[config.mk]
export PLATFORM = sky130hd
export DESIGN_NAME = clkdiv_prog
export DESIGN_NICKNAME = d
export VERILOG_FILES = /design/src/rtl/clkdiv_prog.sv
export SDC_FILE = /design/constraint.sdc
export NUM_CORES = 1
export LEC_CHECK = 0
export CAP_MARGIN = 20
export CORE_UTILIZATION = 25
export DETAILED_ROUTE_END_ITERATION = 8
export GPL_TIMING_DRIVEN = 0
export PLACE_DENSITY = 0.4
export SLEW_MARGIN = 20
export SYNTH_ARGS = -nofsm -noshare
export SYNTH_HDL_FRONTEND = slang
export SYNTH_SLANG_ARGS = --single-unit
[constraint.sdc]
create_clock -name hclkin -period 7.9 [get_ports hclkin]
set_clock_uncertainty 0.05 [all_clocks]
set_input_delay 1.185 -clock hclkin [delete_from_list [all_inputs] [get_ports hclkin]]
set_output_delay 1.185 -clock hclkin [all_outputs]
set_load 0.01 [all_outputs]
[src/rtl/clkdiv_prog.sv]
`default_nettype none
// ============================================================================
// Module   : clkdiv_prog
// Brief    : Runtime-programmable integer clock divider with ~50% duty clkout,
//            clock-enable strobe, glitch-free ratio change and calib phase slip.
// Revision : 1.0 - initial release
// ============================================================================
module clkdiv_prog #(
    parameter int WIDTH       = 8,
    parameter int RESET_RATIO = 5
) (
    input  logic             hclkin,
    input  logic             resetn,
    input  logic             calib,
    input  logic [WIDTH-1:0] div_ratio,
    input  logic             div_load,
    output logic             clkout,
    output logic             clk_en,
    output logic             div_ack,
    output logic             div_err,
    output logic [WIDTH-1:0] cur_ratio
);

    localparam logic [WIDTH-1:0] C_RST_RATIO = WIDTH'(RESET_RATIO);
    localparam logic [WIDTH-1:0] C_RST_CNT   = WIDTH'(RESET_RATIO - 1);

    generate
        if (RESET_RATIO < 2 || RESET_RATIO > (2 ** WIDTH) - 1) begin : g_bad_reset_ratio
            $error("clkdiv_prog: RESET_RATIO out of range 2..2^WIDTH-1");
        end
    endgenerate

    logic [WIDTH-1:0] r_cnt;
    logic [WIDTH-1:0] r_ratio;
    logic [WIDTH-1:0] r_pend_ratio;
    logic             r_pend_valid;
    logic             r_calib_q;
    logic             r_clkout;
    logic             r_clk_en;
    logic             r_div_ack;
    logic             r_div_err;

    logic             w_slip;
    logic             w_wrap;
    logic             w_apply;
    logic             w_load_ok;
    logic             w_load_bad;
    logic [WIDTH-1:0] w_cnt_nxt;
    logic [WIDTH-1:0] w_ratio_nxt;
    logic [WIDTH:0]   w_hi_nxt;

    assign w_slip      = calib & ~r_calib_q;
    assign w_wrap      = (r_cnt == (r_ratio - WIDTH'(1)));
    assign w_apply     = ~w_slip & w_wrap & r_pend_valid;
    assign w_load_ok   = div_load & (div_ratio >= WIDTH'(2));
    assign w_load_bad  = div_load & (div_ratio <  WIDTH'(2));

    // A slip freezes cnt and ratio, so the registered outputs hold naturally.
    assign w_cnt_nxt   = w_slip ? r_cnt : (w_wrap ? '0 : r_cnt + WIDTH'(1));
    assign w_ratio_nxt = w_apply ? r_pend_ratio : r_ratio;
    assign w_hi_nxt    = ({1'b0, w_ratio_nxt} + (WIDTH+1)'(1)) >> 1;

    always_ff @(posedge hclkin or negedge resetn) begin
        if (!resetn) begin
            r_cnt        <= C_RST_CNT;
            r_ratio      <= C_RST_RATIO;
            r_pend_ratio <= C_RST_RATIO;
            r_pend_valid <= 1'b0;
            r_calib_q    <= 1'b1;
            r_clkout     <= 1'b0;
            r_clk_en     <= 1'b0;
            r_div_ack    <= 1'b0;
            r_div_err    <= 1'b0;
        end else begin
            r_calib_q <= calib;
            r_cnt     <= w_cnt_nxt;
            r_ratio   <= w_ratio_nxt;
            r_clkout  <= ({1'b0, w_cnt_nxt} < w_hi_nxt);
            r_clk_en  <= (w_cnt_nxt == '0);
            r_div_ack <= w_apply;
            r_div_err <= w_load_bad;
            // A load landing on an applying wrap becomes the next pending value.
            if (w_load_ok) begin
                r_pend_ratio <= div_ratio;
                r_pend_valid <= 1'b1;
            end else if (w_apply) begin
                r_pend_valid <= 1'b0;
            end
        end
    end

    assign clkout    = r_clkout;
    assign clk_en    = r_clk_en;
    assign div_ack   = r_div_ack;
    assign div_err   = r_div_err;
    assign cur_ratio = r_ratio;

endmodule
`default_nettype wire

==> After elaboration in Yosys (flattened, before gate mapping) <==
Index checks and enable logic that the tools add are counted.
Widths: inputs -> output; s select.
{ "totals": {"word_cells": 30, "register_bits": 30, "in_bits": 12, "out_inout_bits": 12} }
{ "classes": {"eq_ne": 1, "n_reduce_logical": 2, "mux": 5, "bitwise": 7, "order_cmp": 3, "add_sub_neg": 3} }
{ "op_table": {"columns": ["op", "n"], "rows": [
  ["$mux 8", 3],
  ["$add 8x1->9 const B", 1],
  ["$add 8x1->8 const B", 1],
  ["$eq 8x8->1", 1],
  ["$ge 8x2->1 const B", 1],
  ["$logic_not 8->1", 1],
  ["$lt 8x2->1 const B", 1],
  ["$lt 8x8->1", 1],
  ["$sub 8x1->8 const B", 1],
  ["$and 1x1->1", 5],
  ["$mux 1", 2],
  ["$not 1->1", 2],
  ["$reduce_bool 2->1", 1]
]} }

==> Depth between registers and ports, before layout <==
{ "logic_depth": {"ltp_word": 8, "ltp_mapped": 19, "depth_no_buf": 17} }

==> Worst setup path after synthesis <==
Ideal clock, no wire load.
{ "synth_path": {"kind": "input to register", "startpoint": "input calib", "endpoint": "register r_clkout, in the netlist clkout", "path_slack_ns": 3.837, "t_required_ns": 7.746, "setup_time_ns": 0.104, "n_path_buf": 1, "arrival_ns": 3.910, "cell_stages": 16, "cell_sequence": "nand2b_1 > nand3_1 > nor4_4 > o2111ai_2 > buf_6 > mux2_4 > ha_1 > nand3_1 > nor2_1 > xnor2_1 > nor2_1 > a21oi_1 > ha_1 > a21o_1 > a21o_1 > a221oi_1"} }
{ "synth_between": {"elab_chain_len": 7, "word_cells_on_any_way": 8, "classes_between": "1 x add/sub; 1 x order compare; 2 x mux; 4 x bitwise"} }
{ "synth_lines": {"columns": ["item", "line_no", "text"], "rows": [
  ["from (decl)", "14", "input logic calib,"],
  ["$and 1x1->1", "52", "assign w_slip = calib & ~r_calib_q;"],
  ["$not 1->1", "54", "assign w_apply = ~w_slip & w_wrap & r_pend_valid;"],
  ["$and 1x1->1 (2 in series)", "54", null],
  ["$mux 8", "60", "assign w_ratio_nxt = w_apply ? r_pend_ratio : r_ratio;"],
  ["via w_ratio_nxt[1]", "49", "logic [WIDTH-1:0] w_ratio_nxt;"],
  ["$add 8x1->9", "61", "assign w_hi_nxt = ({1'b0, w_ratio_nxt} + (WIDTH+1)'(1)) >> 1;"],
  ["$lt 8x8->1", "78", "r_clkout <= ({1'b0, w_cnt_nxt} < w_hi_nxt);"],
  ["to (signal assigned)", "78", null],
  ["to (decl)", "38", "logic r_clkout;"]
]} }
The timed path passes the listed nets, and every way through them passes these cells.
A chain may end at the register's enable or synchronous reset.

==> Final worst setup path <==
Ends and elaborated chain as after synthesis.

==> metrics <==
Post-DP HPWL 3480 um; GR peak layer met2; Cells after Synth about 210; CTS tree yes; EDFF count, synth 0; die height 90.9 um; Worst path slowest cell clkdlybuf4s50_1; cell taking the most area after synthesis dfrtp_1; global-route met2 utilization 0.193; post-synthesis register bit count 30; FF-to-FF path depth 19; Longest Clk Path Bufs 2; Antenna Nets Post-Route 0; fin crit period 4690 ps; Core ar. about 0.0077 mm2; H-tree levels 2; DR iter-0 viols 46; total track usage 0.127; endpoints failing hold 0; Crit. End Element flip-flop; Rows 32; crit-path max FO 10; Power Dens Cells 218 mW/mm2; Area growth syn-to-layout 23.4%; Post-synth ARST share 1.00; Distinct cells, synth 40; # setup viols final 0; top post-synthesis cells by area dfrtp_1 30%, dfstp_2 8.0%, ha_1 6.3%; DRC viols 0; CP peak stage delay 440 ps; post-CTS sizing 0; Worst Path Required 8030 ps; type of the worst min-delay path flip-flop to flip-flop; Worst Path Arrival 4820 ps; Final Max Slew Viols 0; Buffers on Ports 22; gp weighted congestion 0.683; R2R setup slack 3490 ps; TNS Setup 0 ps; CTS root buf clkbuf_8; CTS clk-pin slew, worst paths 70 ps; Final nets 257; Max Clk Rate around 210 MHz; Routed WL per cell 13.7 um; post-CTS setup buffer count 0; vias per inst ~4.4; worst-skew pair later-pin latency between 200 and 300 ps; number of diodes 0; r2r startpoint cur_ratio[0]; synth cell count leaders 28 x nand2_1, 24 x dfrtp_1, 16 x nor2_1; synth warn 0; first-pass GRT wire length approximately 8200 um; hold slack between 400 and 500 ps; grt met1 use 0.175; crit path kind input pin to flip-flop; Num CTS Buffers 5; wirelength, routed 4630 um; global-route met3 utilization 0.0311; vias in the first global route around 1500; VDD IR-drop max 0.0602 mV; top-count cell post-synth nand2_1; outcome finished clean; Max-slew headroom 0.705; Ports 24; crit path cell chain clkdlybuf4s50_1, nand2b_1, nand3_1, nor4_4, o2111ai_2, buf_6, mux2_4, ha_1, nand3_1, nor2_1, xnor2_1, nor2_1, a21oi_1, ha_1, a21o_1, a21o_1, a221oi_1; initial antenna violation count 0; share of cells above drive strength 1 0.148; Syn Area/Cell between 9 and 10 um2; CP Launch Type input pin; r2r endpoint clkout; Synth top area share 0.304; hold depth 2; Mapped Area 0.00197 mm2; Num Clock Sinks 30; Worst Hold Launch r_pend_ratio[2]; WHS Endpoint r_pend_ratio[2]; total congestion overflow 0; routed vias 1496; Die ar. 0.00826 mm2; CTS hold repair buffers 0; most common flop cell mapped by yosys dfrtp_1; max-cap violations 0; Die W 90.9 um; pin count of the biggest net entering global routing 20; drt first pass iters 4; Syn Nets roughly 230; post-synthesis sequential area ratio 0.384; leakage power 1.08 nW; RSZ-0062 raised after global routing no; worst slew pin tran 443 ps; fin crit share 0.594; Starting Density 0.257
-- worst max-delay path, delay by kind of cell --
family / cells / cell delay [ps]
AO/OA/AOI/OAI: 5 / 1020
AND/OR/NAND/NOR: 6 / 1080
XOR/XNOR: 1 / 140
multiplexers: 1 / 210
adder cells (fa/ha/maj): 2 / 550
buffers and inverters: 2 / 650
-- registers in the layout, indices dropped and copies added (netlist names) --
name / cells
cur_ratio: 8
div_err: 1
r_pend_valid: 1
r_cnt: 8
r_pend_ratio: 8
clk_en: 1
div_ack: 1
r_calib_q: 1
clkout: 1
-- worst max-delay path by stage --
stage	from	endpoint	slack, ps	depth (start not counted)
2_1_floorplan	calib	clkout	3840	16
6_report	calib	clkout	3210	17
5_1_grt	calib	clkout	2950	17
3_3_place_gp	calib	clkout	2880	17
3_5_place_dp	calib	clkout	2870	17
4_1_cts	calib	clkout	3170	17
-- report_power, final --
group          total [mW]  switching (mW)  internal (mW)
clock               0.130          0.0596         0.0702
sequential          0.205          0.0243          0.181
combinational       0.196           0.104         0.0921
total               0.532           0.188          0.343
-- cells by family after synthesis --
family	share of synthesized area
compound gates	0.0843
buf+inv	0.0412
fa+ha+maj	0.0634
simple gates	0.228
mux	0.0665
flops	0.384
xor+xnor	0.132
-- placed cells by master, fill, tap and decap left out, types with 3 or more instances in the layout --
cell type,instances
buf_2,3
dfstp_2,6
nand2b_1,3
nand4_1,3
o21ai_0,7
clkbuf_8,6
nor3_1,5
ha_1,10
xor2_1,14
and2_1,3
dfrtp_1,24
xnor2_1,14
clkdlybuf4s50_1,21
clkbuf_1,7
and3_1,4
nand2_1,28
inv_1,5
a21oi_1,5
nand3_1,13
mux2_4,8
nor2_1,16
-- layer usage --
metal | part of all wire | routed length, um
met1 | 0.52 | 2390
met2 | 0.44 | 2020
met3 | 0.033 | 152
met4 | 0.015 | 69
met5 | 0 | 0
-- area by class of cell --
class,count,area [um2]
repair buffers,23,243
clock inverters,1,5.00
inverters,5,18.8
clock buffers,7,86.3
fillers,823,5250
multi-input cells,159,1130
flip-flops and latches,30,758
well taps,102,128
plain buffers,11,62.6
-- per-stage QoR --
step	cells	setup WS [ps]	util	area, um2	power [mW]
detailed placement	330	2870	0.305	2340	0.406
CTS	338	3170	0.317	2440	0.542
floorplan	205	3840	-	1970	0.351
finish	338	3210	0.317	2440	0.532
global placement	329	2880	0.302	2320	0.404
global route	338	2950	0.317	2440	0.583
Note: power is estimated with default switching activity, not from simulation.
